File: src/rtl/serial_addsub_if.sv
// Operand/result bundle for the bit-serial adder/subtractor.
`timescale 1ns/1ps
interface serial_addsub_if #(
  parameter int WIDTH = 8
);
  logic             start;
  logic             sub;
  logic [WIDTH-1:0] a;
  logic [WIDTH-1:0] b;
  logic             cin;
  logic             busy;
  logic             done;
  logic [WIDTH-1:0] sum;
  logic             cout;
  logic             ovf;

  modport master (
    output start, sub, a, b, cin,
    input  busy, done, sum, cout, ovf
  );

  modport slave (
    input  start, sub, a, b, cin,
    output busy, done, sum, cout, ovf
  );
endinterface

File: src/rtl/serial_addsub.sv
// Bit-serial adder/subtractor: one full-adder slice plus a carry flop,
// LSB first, result valid for one cycle in DONE.
`timescale 1ns/1ps
module serial_addsub #(
  parameter int WIDTH = 8
) (
  input  logic            clk,
  input  logic            rst,
  serial_addsub_if.slave  bus
);
  localparam int CW = $clog2(WIDTH);

  localparam logic [1:0] S_IDLE = 2'd0;
  localparam logic [1:0] S_RUN  = 2'd1;
  localparam logic [1:0] S_DONE = 2'd2;

  logic [1:0]       state;
  logic [WIDTH-1:0] ra;
  logic [WIDTH-1:0] rb;
  logic [WIDTH-1:0] res;
  logic             c;
  logic [CW-1:0]    cnt;
  logic [WIDTH-1:0] sum_q;
  logic             cout_q;
  logic             ovf_q;

  logic s;
  logic cn;

  always_comb begin
    s  = ra[0] ^ rb[0] ^ c;
    cn = (ra[0] & rb[0]) | (ra[0] & c) | (rb[0] & c);
  end

  always_ff @(posedge clk) begin
    if (rst) begin
      state  <= S_IDLE;
      ra     <= '0;
      rb     <= '0;
      res    <= '0;
      c      <= 1'b0;
      cnt    <= '0;
      sum_q  <= '0;
      cout_q <= 1'b0;
      ovf_q  <= 1'b0;
    end else begin
      case (state)
        // DONE accepts a new start exactly like IDLE, giving back-to-back issue
        S_IDLE, S_DONE: begin
          if (bus.start) begin
            ra    <= bus.a;
            rb    <= bus.sub ? ~bus.b : bus.b;
            c     <= bus.sub | bus.cin;
            cnt   <= '0;
            state <= S_RUN;
          end else begin
            state <= S_IDLE;
          end
        end
        S_RUN: begin
          ra  <= ra >> 1;
          rb  <= rb >> 1;
          res <= {s, res[WIDTH-1:1]};
          c   <= cn;
          cnt <= cnt + CW'(1);
          if (cnt == CW'(WIDTH - 1)) begin
            // c is the carry into the MSB here, cn the carry out of it
            sum_q  <= {s, res[WIDTH-1:1]};
            cout_q <= cn;
            ovf_q  <= c ^ cn;
            state  <= S_DONE;
          end
        end
        default: state <= S_IDLE;
      endcase
    end
  end

  assign bus.busy = (state == S_RUN);
  assign bus.done = (state == S_DONE);
  assign bus.sum  = sum_q;
  assign bus.cout = cout_q;
  assign bus.ovf  = ovf_q;
endmodule

File: src/flat_wrapper.sv
// flat-port wrapper written by rule: the top's interface ports become plain ports
module serial_addsub_flat 
#(
  parameter int WIDTH = 8
)
  (clk, rst, bus_start, bus_sub, bus_a, bus_b, bus_cin, bus_busy, bus_done, bus_sum, bus_cout, bus_ovf);
  serial_addsub_if #(.WIDTH(WIDTH)) bus_i ();
  input  logic clk;
  input  logic rst;
  input wire logic [$bits(bus_i.start)-1:0] bus_start;
  input wire logic [$bits(bus_i.sub)-1:0] bus_sub;
  input wire logic [$bits(bus_i.a)-1:0] bus_a;
  input wire logic [$bits(bus_i.b)-1:0] bus_b;
  input wire logic [$bits(bus_i.cin)-1:0] bus_cin;
  output wire logic [$bits(bus_i.busy)-1:0] bus_busy;
  output wire logic [$bits(bus_i.done)-1:0] bus_done;
  output wire logic [$bits(bus_i.sum)-1:0] bus_sum;
  output wire logic [$bits(bus_i.cout)-1:0] bus_cout;
  output wire logic [$bits(bus_i.ovf)-1:0] bus_ovf;
  assign bus_i.start = bus_start;
  assign bus_i.sub = bus_sub;
  assign bus_i.a = bus_a;
  assign bus_i.b = bus_b;
  assign bus_i.cin = bus_cin;
  assign bus_busy = bus_i.busy;
  assign bus_done = bus_i.done;
  assign bus_sum = bus_i.sum;
  assign bus_cout = bus_i.cout;
  assign bus_ovf = bus_i.ovf;
  serial_addsub #(.WIDTH(WIDTH)) u_core (.clk(clk), .rst(rst), .bus(bus_i));
endmodule
File: config.mk
export PLATFORM = sky130hd
export DESIGN_NAME = serial_addsub_flat
export DESIGN_NICKNAME = d
export VERILOG_FILES = /design/src/rtl/serial_addsub_if.sv /design/src/rtl/serial_addsub.sv /design/src/flat_wrapper.sv
export SDC_FILE = /design/constraint.sdc
export NUM_CORES = 1
export LEC_CHECK = 0
export CORE_MARGIN = 1
export CORE_UTILIZATION = 42
export CTS_CLUSTER_SIZE = 30
export DETAILED_ROUTE_END_ITERATION = 10
export PLACE_DENSITY = 0.67
export SLEW_MARGIN = 20
export SYNTH_ARGS = -nofsm -noshare
export SYNTH_HDL_FRONTEND = slang
export SYNTH_SLANG_ARGS = --single-unit
File: constraint.sdc
create_clock -name clk -period 3.4 [get_ports clk]
set_input_delay 0.68 -clock clk [delete_from_list [all_inputs] [get_ports clk]]
set_output_delay 0.68 -clock clk [all_outputs]
set_load 0.05 [all_outputs]
# [Yosys cells after proc, flatten, opt, wreduce, memory -nomap -nowiden]
# Index checks and enable logic that the tools add are counted.
[totals] register_bits=40 out_inout_bits=12
[classes] bitwise_logic=10 mux=12 eq_ne=5 reduce_logical=5 n_addsub=1
[ops] operator="case mux 8 bit (2 select lines)" n=2
[ops] operator="2-to-1 mux 8 bit" n=3
[ops] operator="inverter 8 bit" n=1
[ops] operator="case mux 3 bit (2 select lines)" n=1
[ops] operator="case mux 2 bit (2 select lines)" n=1
[ops] operator="AND reduction 2 bit" n=2
[ops] operator="adder 3 x 1 -> 3 bit, second input constant" n=1
[ops] operator="bitwise AND 1 bit" n=3
[ops] operator="equality test 3 bit, second input constant" n=1
[ops] operator="2-to-1 mux 3 bit" n=1
[ops] operator="OR 1 bit" n=3
[ops] operator="bitwise XOR 1 bit" n=3
[ops] operator="equality test 2 x 1 -> 1 bit, second input constant" n=1
[ops] operator="equality test 2 bit, second input constant" n=1
[ops] operator="logical NOT 2 bit" n=1
[ops] operator="2-to-1 mux 1 bit" n=2
[ops] operator="2-to-1 mux 2 bit" n=1
[ops] operator="!= test 2 x 1 -> 1 bit, second input constant" n=1
[ops] operator="!= test 2 bit, second input constant" n=1
[ops] operator="case mux 1 bit (2 select lines)" n=1
[ops] operator="nonzero test 2 bit" n=1
[ops] operator="OR reduction 2 bit" n=1

# [Logic depth before layout (Yosys ltp)]
# Gate-level depths: netlist of the first run.
[logic_depth] ltp_word=4 depth_mapped=6

# [Worst setup path after synthesis of the first run]
# No wires, ideal clock.
[synth_path] kind="register to output" start="register u_core.state[0]" end="output bus_done" path_stages_with_launch=2 n_path_buf=0 arrival_ps=1037 slack_ps=1683 path_cell_list="dfxtp_1 -> nor2b_1"
[synth_between] elab_chain_cells=1
[synth_lines] item="start, declared" line="serial_addsub.sv:17" text="logic [1:0] state;"
[synth_lines] item="start signal, assigned" line="serial_addsub.sv:37" text="state <= S_IDLE;"
[synth_lines] item="start signal, assigned" line="serial_addsub.sv:55" text="state <= S_RUN;"
[synth_lines] item="start signal, assigned" line="serial_addsub.sv:57" text="state <= S_IDLE;"
[synth_lines] item="equality test 2 bit" line="serial_addsub.sv:80" text="assign bus.done = (state == S_DONE);"
[synth_lines] item="end, declared" line="flat_wrapper.sv:16" text="output wire logic [$bits(bus_i.done)-1:0] bus_done;"
# No other way between the ends.

# [Worst setup path after layout of the first run]
[layout_path] start="register u_core.state[0]" end="output bus_busy"
[layout_between] elab_chain_cells=1
[layout_lines] item="equality test 2 x 1 -> 1 bit" line="serial_addsub.sv:79" text="assign bus.busy = (state == S_RUN);"
[layout_lines] item="end, declared" line="flat_wrapper.sv:15" text="output wire logic [$bits(bus_i.busy)-1:0] bus_busy;"
# No other way between the ends.

==> qor.json, run 1 <==
{
  "hold_crit_class": "flop to flop",
  "vdd_ir_drop_max_uv": 220.5,
  "synth_enable_flop_cells": 0,
  "drt-wirelength-per-cell_um": 11.62,
  "route.detailed.drc": 0,
  "internal_power_uw": 818.9,
  "port-buffer-count": 32,
  "route.layer.met1.wl_um": 1383,
  "drv_slew": 0,
  "netlist_top_cells_area": "dfxtp_1 (48%), a21oi_1 (11%), nand2_1 (8.5%)",
  "share_of_flip_flops_with_an_asynchronous_set_or_reset_pct": 0,
  "clock_edge_transition_at_the_registers_on_the_reported_setup_and_hold_paths_ns": 0.08,
  "synth-seq-area-share_pct": 48.00,
  "cts_inserted_buffers": 5,
  "route.met3.wl_um": 191,
  "route.vias.total": 1348,
  "via_per_inst": 5.125,
  "detailed_place_hpwl_um": 2073,
  "die_area_sq_um": 4125,
  "clk_latency_ns": 0.28,
  "clock_tree.root_cell": "clkbuf_8",
  "post_synthesis_cell_area_sq_um": 1627,
  "first_pass_iters": 4,
  "initial_antenna_violation_count": 0,
  "fill_cells": 364,
  "crit_path_end_kind": "primary output",
  "seq_power_share_pct": 46.5,
  "synthMostInstantiatedCell": "dfxtp_1",
  "avgSynthCellArea_sq_um": 8.698,
  "post_cts_resize_count": 0,
  "timing.fmax_mhz": 386.6,
  "sw_frac_of_total_pct": 21.92,
  "setup_tns_ns": 0,
  "clock-sinks": 39,
  "critical_path.reg2reg.endpoint": "u_core.ra[4]",
  "wirelength_um": 3055,
  "r2r_start": "u_core.state[0]",
  "grt_pass1_wl_um": 5223,
  "worst_ep_required_time_ns": 2.72,
  "hold_path_start": "u_core.bus.sum[3]",
  "rows": 22,
  "final-setup-viol-count": 0,
  "grt_pass1_vias": 1203,
  "p_per_area_nw_per_um2": 509.9,
  "drt_iter0_drc": 66,
  "p_leak_uw": 0.0007179,
  "post-route-period-util_pct": 76.08,
  "h_tree_levels": 2,
  "area_delta_synth_final_pct": 26.46,
  "routabilityCongestion": 0.7453,
  "yosys_warnings": 0,
  "post_synthesis_net_count": 211,
  "total_of_hold_buffers_inserted_after_clock_tree_synthesis": 0,
  "synth.largest_area_cell": "dfxtp_1",
  "unique_masters_post_synth": 26,
  "post_cts_setup_bufs": 0,
  "worst_ep_arrival_time_ns": 1.91,
  "synth_commonest_cells": "dfxtp_1 (39), nand2_1 (37), a21oi_1 (35)",
  "cp_max_fo": 26,
  "totalPowerFinal_uw": 1049,
  "gr-total-overflow": 0,
  "route.met2.wl_um": 1426,
  "crit_type": "flop to primary output",
  "grt_max_degree": 40,
  "synthesis_stage_register_bit_count": 39,
  "cpMaxStageDelayCell": "clkdlybuf4s50_1",
  "reg2regPathDepth": 3,
  "globalRouteTotalUtil_pct": 16.43,
  "period_needed_ns": 2.587,
  "clockPowerShare_pct": 42.9,
  "r2r_setup_slk_ns": 1.90,
  "synth_top_flop_cell": "dfxtp_1",
  "clock_tree_from_tritoncts": "done",
  "worst-slew-pin-transition_ns": 0.7731,
  "skew_ns": 0.003202,
  "die_w_um": 64.23,
  "net-switching-power_uw": 229.9,
  "top_area_cell_type_share_of_the_netlist_area_pct": 48.00,
  "path_cells": "nand2b_2 -> inv_4 -> clkdlybuf4s50_1",
  "top_layer": "met4",
  "drive_gt1_share_pct": 6.047,
  "maxSlewHeadroom_pct": 48.46,
  "worstHoldPathCells": 2,
  "cts_max_path_buffers": 2,
  "start_util_pct": 44.10,
  "rsz0062_at_grt": "false",
  "cp-start-kind": "flop",
  "synth_cells": 187,
  "combinationalPowerShare_pct": 10.6,
  "min_delay_worst_endpoint": "u_core.bus.sum[3]",
  "io_pins": 33,
  "number_of_violations_of_the_max_capacitance_limit": 0,
  "critical_path.max_stage_delay_ns": 0.85,
  "fin_worst_hold_slack_ns": 0.4562,
  "coreArea_sq_um": 3689,
  "final_nets": 238,
  "antenna-diode-count": 0,
  "antenna_violating_nets_post_route": 0,
  "finalHoldViolations": 0,
  "run_status": "completed",
  "dieHeight_um": 64.23
}
==> per-layer routing <==
layer	vias up	GRT usage, %
met1	603	19.36
li1	696	-
met4	0	7.500
met2	44	27.13
met5	-	0
met3	5	5.179
==> area by class of cell <==
cell class | count | area, sq um | share of cell area [%]
Sequential cell | 39 | 780.7 | 37.96
Inverter | 1 | 6.256 | 0.3041
Timing Repair Buffer | 35 | 342.8 | 16.67
Clock inverter | 3 | 67.56 | 3.285
Tap cell | 48 | 60.06 | 2.920
Multi-Input combinational cell | 132 | 730.7 | 35.52
Clock buffer | 5 | 68.82 | 3.346
==> state kept, by name, indices dropped and copies added (netlist names) <==
name,flops
u_core.bus.cout,1
u_core.rb,8
u_core.bus.ovf,1
u_core.c,1
u_core.bus.sum,8
u_core.res,7
u_core.ra,8
u_core.state,2
u_core.cnt,3
==> how the worst max path moves through the flow <==
stage	from	end	slack, ns	cells past startpoint
after floorplan	u_core.state[0]	bus_done	1.68	1
after global placement	u_core.state[0]	bus_busy	1.16	3
after detailed placement	bus_start	u_core.ra[4]	1.11	5
after CTS	u_core.state[0]	bus_busy	0.81	3
after global routing	u_core.state[0]	bus_busy	0.72	3
final	u_core.state[0]	bus_busy	0.81	3
==> cell families after synthesis <==
kind of cell,synth area share [%]
simple gates,18.46
compound gates,18.85
flops,48.00
buf+inv,7.077
xor+xnor,4.846
fa+ha+maj,2.769
==> placed cells by master (no fill, tap or decap), types with 3 or more instances in the layout <==
cell type         n
nand3_1          20
buf_4             3
clkdlybuf4s50_1  32
a21oi_1          35
a22oi_1          14
xor2_1            8
nand2_1          37
nor2_1            3
clkbuf_8          5
dfxtp_1          39
==> stage by stage <==
step / setup slack [ns] / instances / util, % / area, sq um
after detailed placement: 1.114 / 255 / 52.07 / 1921
after CTS: 0.8072 / 263 / 55.77 / 2057
after global routing: 0.7180 / 263 / 55.77 / 2057
after global placement: 1.163 / 255 / 52.07 / 1921
final: 0.8133 / 263 / 55.77 / 2057
after floorplan: 1.683 / 187 / - / 1627
==> critical path, delay by kind of cell, from the launching register on <==
| family | cells | cell delay [ns] |
|---|---|---|
| buffers and inverters | 2 | 1.07 |
| flip-flops | 1 | 0.43 |
| AND/OR/NAND/NOR | 1 | 0.12 |
==> power by group through the flow <==
stage	clock network (uW)	registers [uW]	logic (uW)
detailed placement	0	498	111
finish	450	488	111
floorplan	0	495	82.6
CTS	461	487	112
global route	484	490	124
global placement	0	497	108
No activity file was read; power rests on OpenSTA's default activity.
==> run 2, diff against run 1 <==
==> constraint.sdc (replaced) <==
create_clock -name clk -period 2.4 [get_ports clk]
set_input_delay 0.48 -clock clk [delete_from_list [all_inputs] [get_ports clk]]
set_output_delay 0.48 -clock clk [all_outputs]
set_load 0.05 [all_outputs]
==> run 2 against run 1 <==
Net effect: combinational power up 44%; register-to-register slack worse by 0.97 ns; hold slack worse by 0.0026 ns; largest cell class unchanged; clock power down 7.1%; largest power group unchanged; via count up 2.0%; power up 21%; worst setup slack worse by 0.48 ns; first-iteration DRC count up 14%; clock-buffer cell count unchanged; wire length up 0.16%.
==> qor.json, run 2 (synthesized netlist as in run 1, its figures left out) <==
{
  "run_status": "completed",
  "drt-wirelength-per-cell": {"value": 11.63, "unit": "um", "change": "+0.16%"},
  "final-setup-viol-count": {"value": 0, "change": "unchanged"},
  "worst_ep_required_time": {"value": 1.92, "unit": "ns", "change": "-0.80 ns"},
  "grt_pass1_vias": {"value": 1134, "change": "-5.7%"},
  "finalHoldViolations": {"value": 0, "change": "unchanged"},
  "gr-total-overflow": {"value": 0, "change": "unchanged"},
  "vdd_ir_drop_max": {"value": 287.5, "unit": "uV", "change": "+30%"},
  "clock_tree.root_cell": "clkbuf_8",
  "net-switching-power": {"value": 323.1, "unit": "uW", "change": "+41%"},
  "combinationalPowerShare": {"value": 12.6, "unit": "%", "change": "+2.0 points"},
  "initial_antenna_violation_count": {"value": 0, "change": "unchanged"},
  "area_delta_synth_final_pct": 23.85,
  "sw_frac_of_total": {"value": 25.44, "unit": "%", "change": "+3.5 points"},
  "port-buffer-count": {"value": 32, "change": "unchanged"},
  "die_w": {"value": 64.23, "unit": "um", "change": "unchanged"},
  "seq_power_share": {"value": 54.5, "unit": "%", "change": "+8.0 points"},
  "clock-sinks": {"value": 39, "change": "unchanged"},
  "grt_max_degree": {"value": 40, "change": "unchanged"},
  "totalPowerFinal": {"value": 1270, "unit": "uW", "change": "+21%"},
  "grt_pass1_wl": {"value": 5009, "unit": "um", "change": "-4.1%"},
  "preCtsSetupSlack": {"value": 0.5439, "unit": "ns", "change": "-0.5699 ns"},
  "antenna-diode-count": {"value": 0, "change": "unchanged"},
  "dieHeight": {"value": 64.23, "unit": "um", "change": "unchanged"},
  "detailed_place_hpwl": {"value": 2033, "unit": "um", "change": "-1.9%"},
  "h_tree_levels": {"value": 2, "change": "unchanged"},
  "route.vias.total": {"value": 1375, "change": "+2.0%"},
  "rows": {"value": 22, "change": "unchanged"},
  "setup_tns": {"value": 0, "unit": "ns", "change": "unchanged"},
  "post-route-period-util_pct": 86.12,
  "wirelength": {"value": 3060, "unit": "um", "change": "+0.16%"},
  "cp_max_fo": {"value": 6, "change": "-77%"},
  "setup.worst_path.start": "u_core.state[0]",
  "timing.fmax_mhz": 483.8,
  "drv_slew": {"value": 0, "change": "unchanged"},
  "antenna_violating_nets_post_route": {"value": 0, "change": "unchanged"},
  "rsz0062_at_grt": "false",
  "timing.final.ws_setup": {"value": 0.3331, "unit": "ns", "change": "-0.4802 ns"},
  "r2r_setup_slk": {"value": 0.93, "unit": "ns", "change": "-0.97 ns"},
  "io_pins": {"value": 33, "change": "unchanged"},
  "place_area": {"value": 1931, "unit": "sq um", "change": "+0.52%"},
  "via_per_inst": {"value": 5.228, "change": "+2.0%"},
  "final_cell_area": {"value": 2014, "unit": "sq um", "change": "-2.1%"},
  "total_of_hold_buffers_inserted_after_clock_tree_synthesis": {"value": 0, "change": "unchanged"},
  "final_common_cell": "dfxtp_1",
  "clock_edge_transition_at_the_registers_on_the_reported_setup_and_hold_paths": {"value": 0.07, "unit": "ns", "change": "about the same"},
  "drive_gt1_share": {"value": 6.512, "unit": "%", "change": "+0.47 points"},
  "hold_crit_class": "flop to flop",
  "clockPowerShare": {"value": 32.9, "unit": "%", "change": "-10 points"},
  "route.detailed.drc": {"value": 0, "change": "unchanged"},
  "reg2regPathDepth": {"value": 3, "change": "unchanged"},
  "post_cts_setup_bufs": {"value": 0, "change": "unchanged"},
  "worst-slew-pin-transition": {"value": 0.7314, "unit": "ns", "change": "-0.04175 ns"},
  "post_cts_resize_count": {"value": 0, "change": "unchanged"},
  "period_needed_ns": 2.067,
  "crit_type": "flop to primary output",
  "fin_worst_hold_slack": {"value": 0.4536, "unit": "ns", "change": "-0.002574 ns"},
  "p_leak": {"value": 0.0007063, "unit": "uW", "change": "-1.6%"},
  "clock_tree_from_tritoncts": "done",
  "crit_path_end_kind": "primary output",
  "critical_path.endpoint": "bus_done",
  "critical_path.reg2reg.endpoint": "u_core.cnt[1]",
  "routabilityCongestion": {"value": 0.7350, "change": "-1.4%"},
  "cts_inserted_buffers": {"value": 5, "change": "unchanged"},
  "internal_power": {"value": 947.1, "unit": "uW", "change": "+16%"},
  "worst_ep_arrival_time": {"value": 1.59, "unit": "ns", "change": "-0.32 ns"},
  "number_of_violations_of_the_max_capacitance_limit": {"value": 0, "change": "unchanged"},
  "cp-start-kind": "flop",
  "cts_max_path_buffers": {"value": 2, "change": "unchanged"},
  "clk_latency": {"value": 0.29, "unit": "ns", "change": "about the same"},
  "coreArea": {"value": 3689, "unit": "sq um", "change": "unchanged"},
  "drt_iter0_drc": {"value": 75, "change": "+14%"},
  "start_util": {"value": 44.10, "unit": "%", "change": "unchanged"},
  "globalRouteTotalUtil": {"value": 15.67, "unit": "%", "change": "-0.77 points"},
  "maxSlewHeadroom": {"value": 51.24, "unit": "%", "change": "+2.8 points"},
  "r2r_start": "u_core.state[0]",
  "p_per_area": {"value": 630.5, "unit": "nW/um^2", "change": "+24%"},
  "die_area": {"value": 4125, "unit": "sq um", "change": "unchanged"},
  "skew": {"value": 0.003372, "unit": "ns", "change": "+0.0001696 ns"},
  "first_pass_iters": {"value": 4, "change": "unchanged"},
  "commonest_non_fill_non_tap_cells_in_the_layout": "dfxtp_1 (39), nand2_1 (37), a21oi_1 (35)",
  "final_nets": {"value": 238, "change": "unchanged"}
}
-- run 2: changes by cell type in the layout (fill, tap and decap cells not counted) --
cell | previous run | this run
bufinv_16 | 2 | 0
buf_12 | 0 | 1
clkinv_2 | 0 | 3
clkinvlp_4 | 1 | 0
clkdlybuf4s50_1 | 32 | 31
-- run 2: worst min path at each step --
stage          cells after the start  slack (ns)           endpoint         startpoint
2_1_floorplan                      2        0.43  u_core.bus.sum[0]      u_core.res[1]
3_5_place_dp                       2        0.45  u_core.bus.sum[5]  u_core.bus.sum[5]
5_1_grt                            2        0.47  u_core.bus.sum[3]  u_core.bus.sum[3]
3_3_place_gp                       2        0.44  u_core.bus.sum[0]      u_core.res[1]
4_1_cts                            2        0.46  u_core.bus.sum[5]  u_core.bus.sum[5]
6_report                           2        0.45  u_core.bus.sum[5]  u_core.bus.sum[5]
-- run 2: power by group through the flow --
stage               Clock [uW]  Sequential, uW  Combinational, uW
global placement             0             705                156
CTS                        430             691                161
finish                     418             692                160
global route               468             696                176
floorplan                    0             702                117
detailed placement           0             706                160
-- run 2: cell type report --
class                   count  area (sq um)
flip-flops and latches     39         780.7
clock inverters             3         15.01
well taps                  48         60.06
inverters                   1         6.256
multi-input cells         132         730.7
repair buffers             35         352.8
fillers                   357          1674
clock buffers               5         68.82
-- run 2: critical path, cell delays in order, from the launching register on --
cell and delay, ns:
dfxtp_1 0.37, nor2b_1 0.12, clkdlybuf4s50_1 0.80
-- run 2: stage by stage --
step	std cells	util, %
6_report	263	54.61
2_1_floorplan	187	-
3_3_place_gp	255	52.34
4_1_cts	263	54.61
3_5_place_dp	255	52.34
5_1_grt	263	54.61
-- run 2: layer usage --
layer,vias up,track usage [%],wire length [um]
li1,696,-,-
met1,626,18.77,1355
met2,47,25.80,1477
met3,6,3.750,167
met4,0,8.333,59
met5,-,0,0
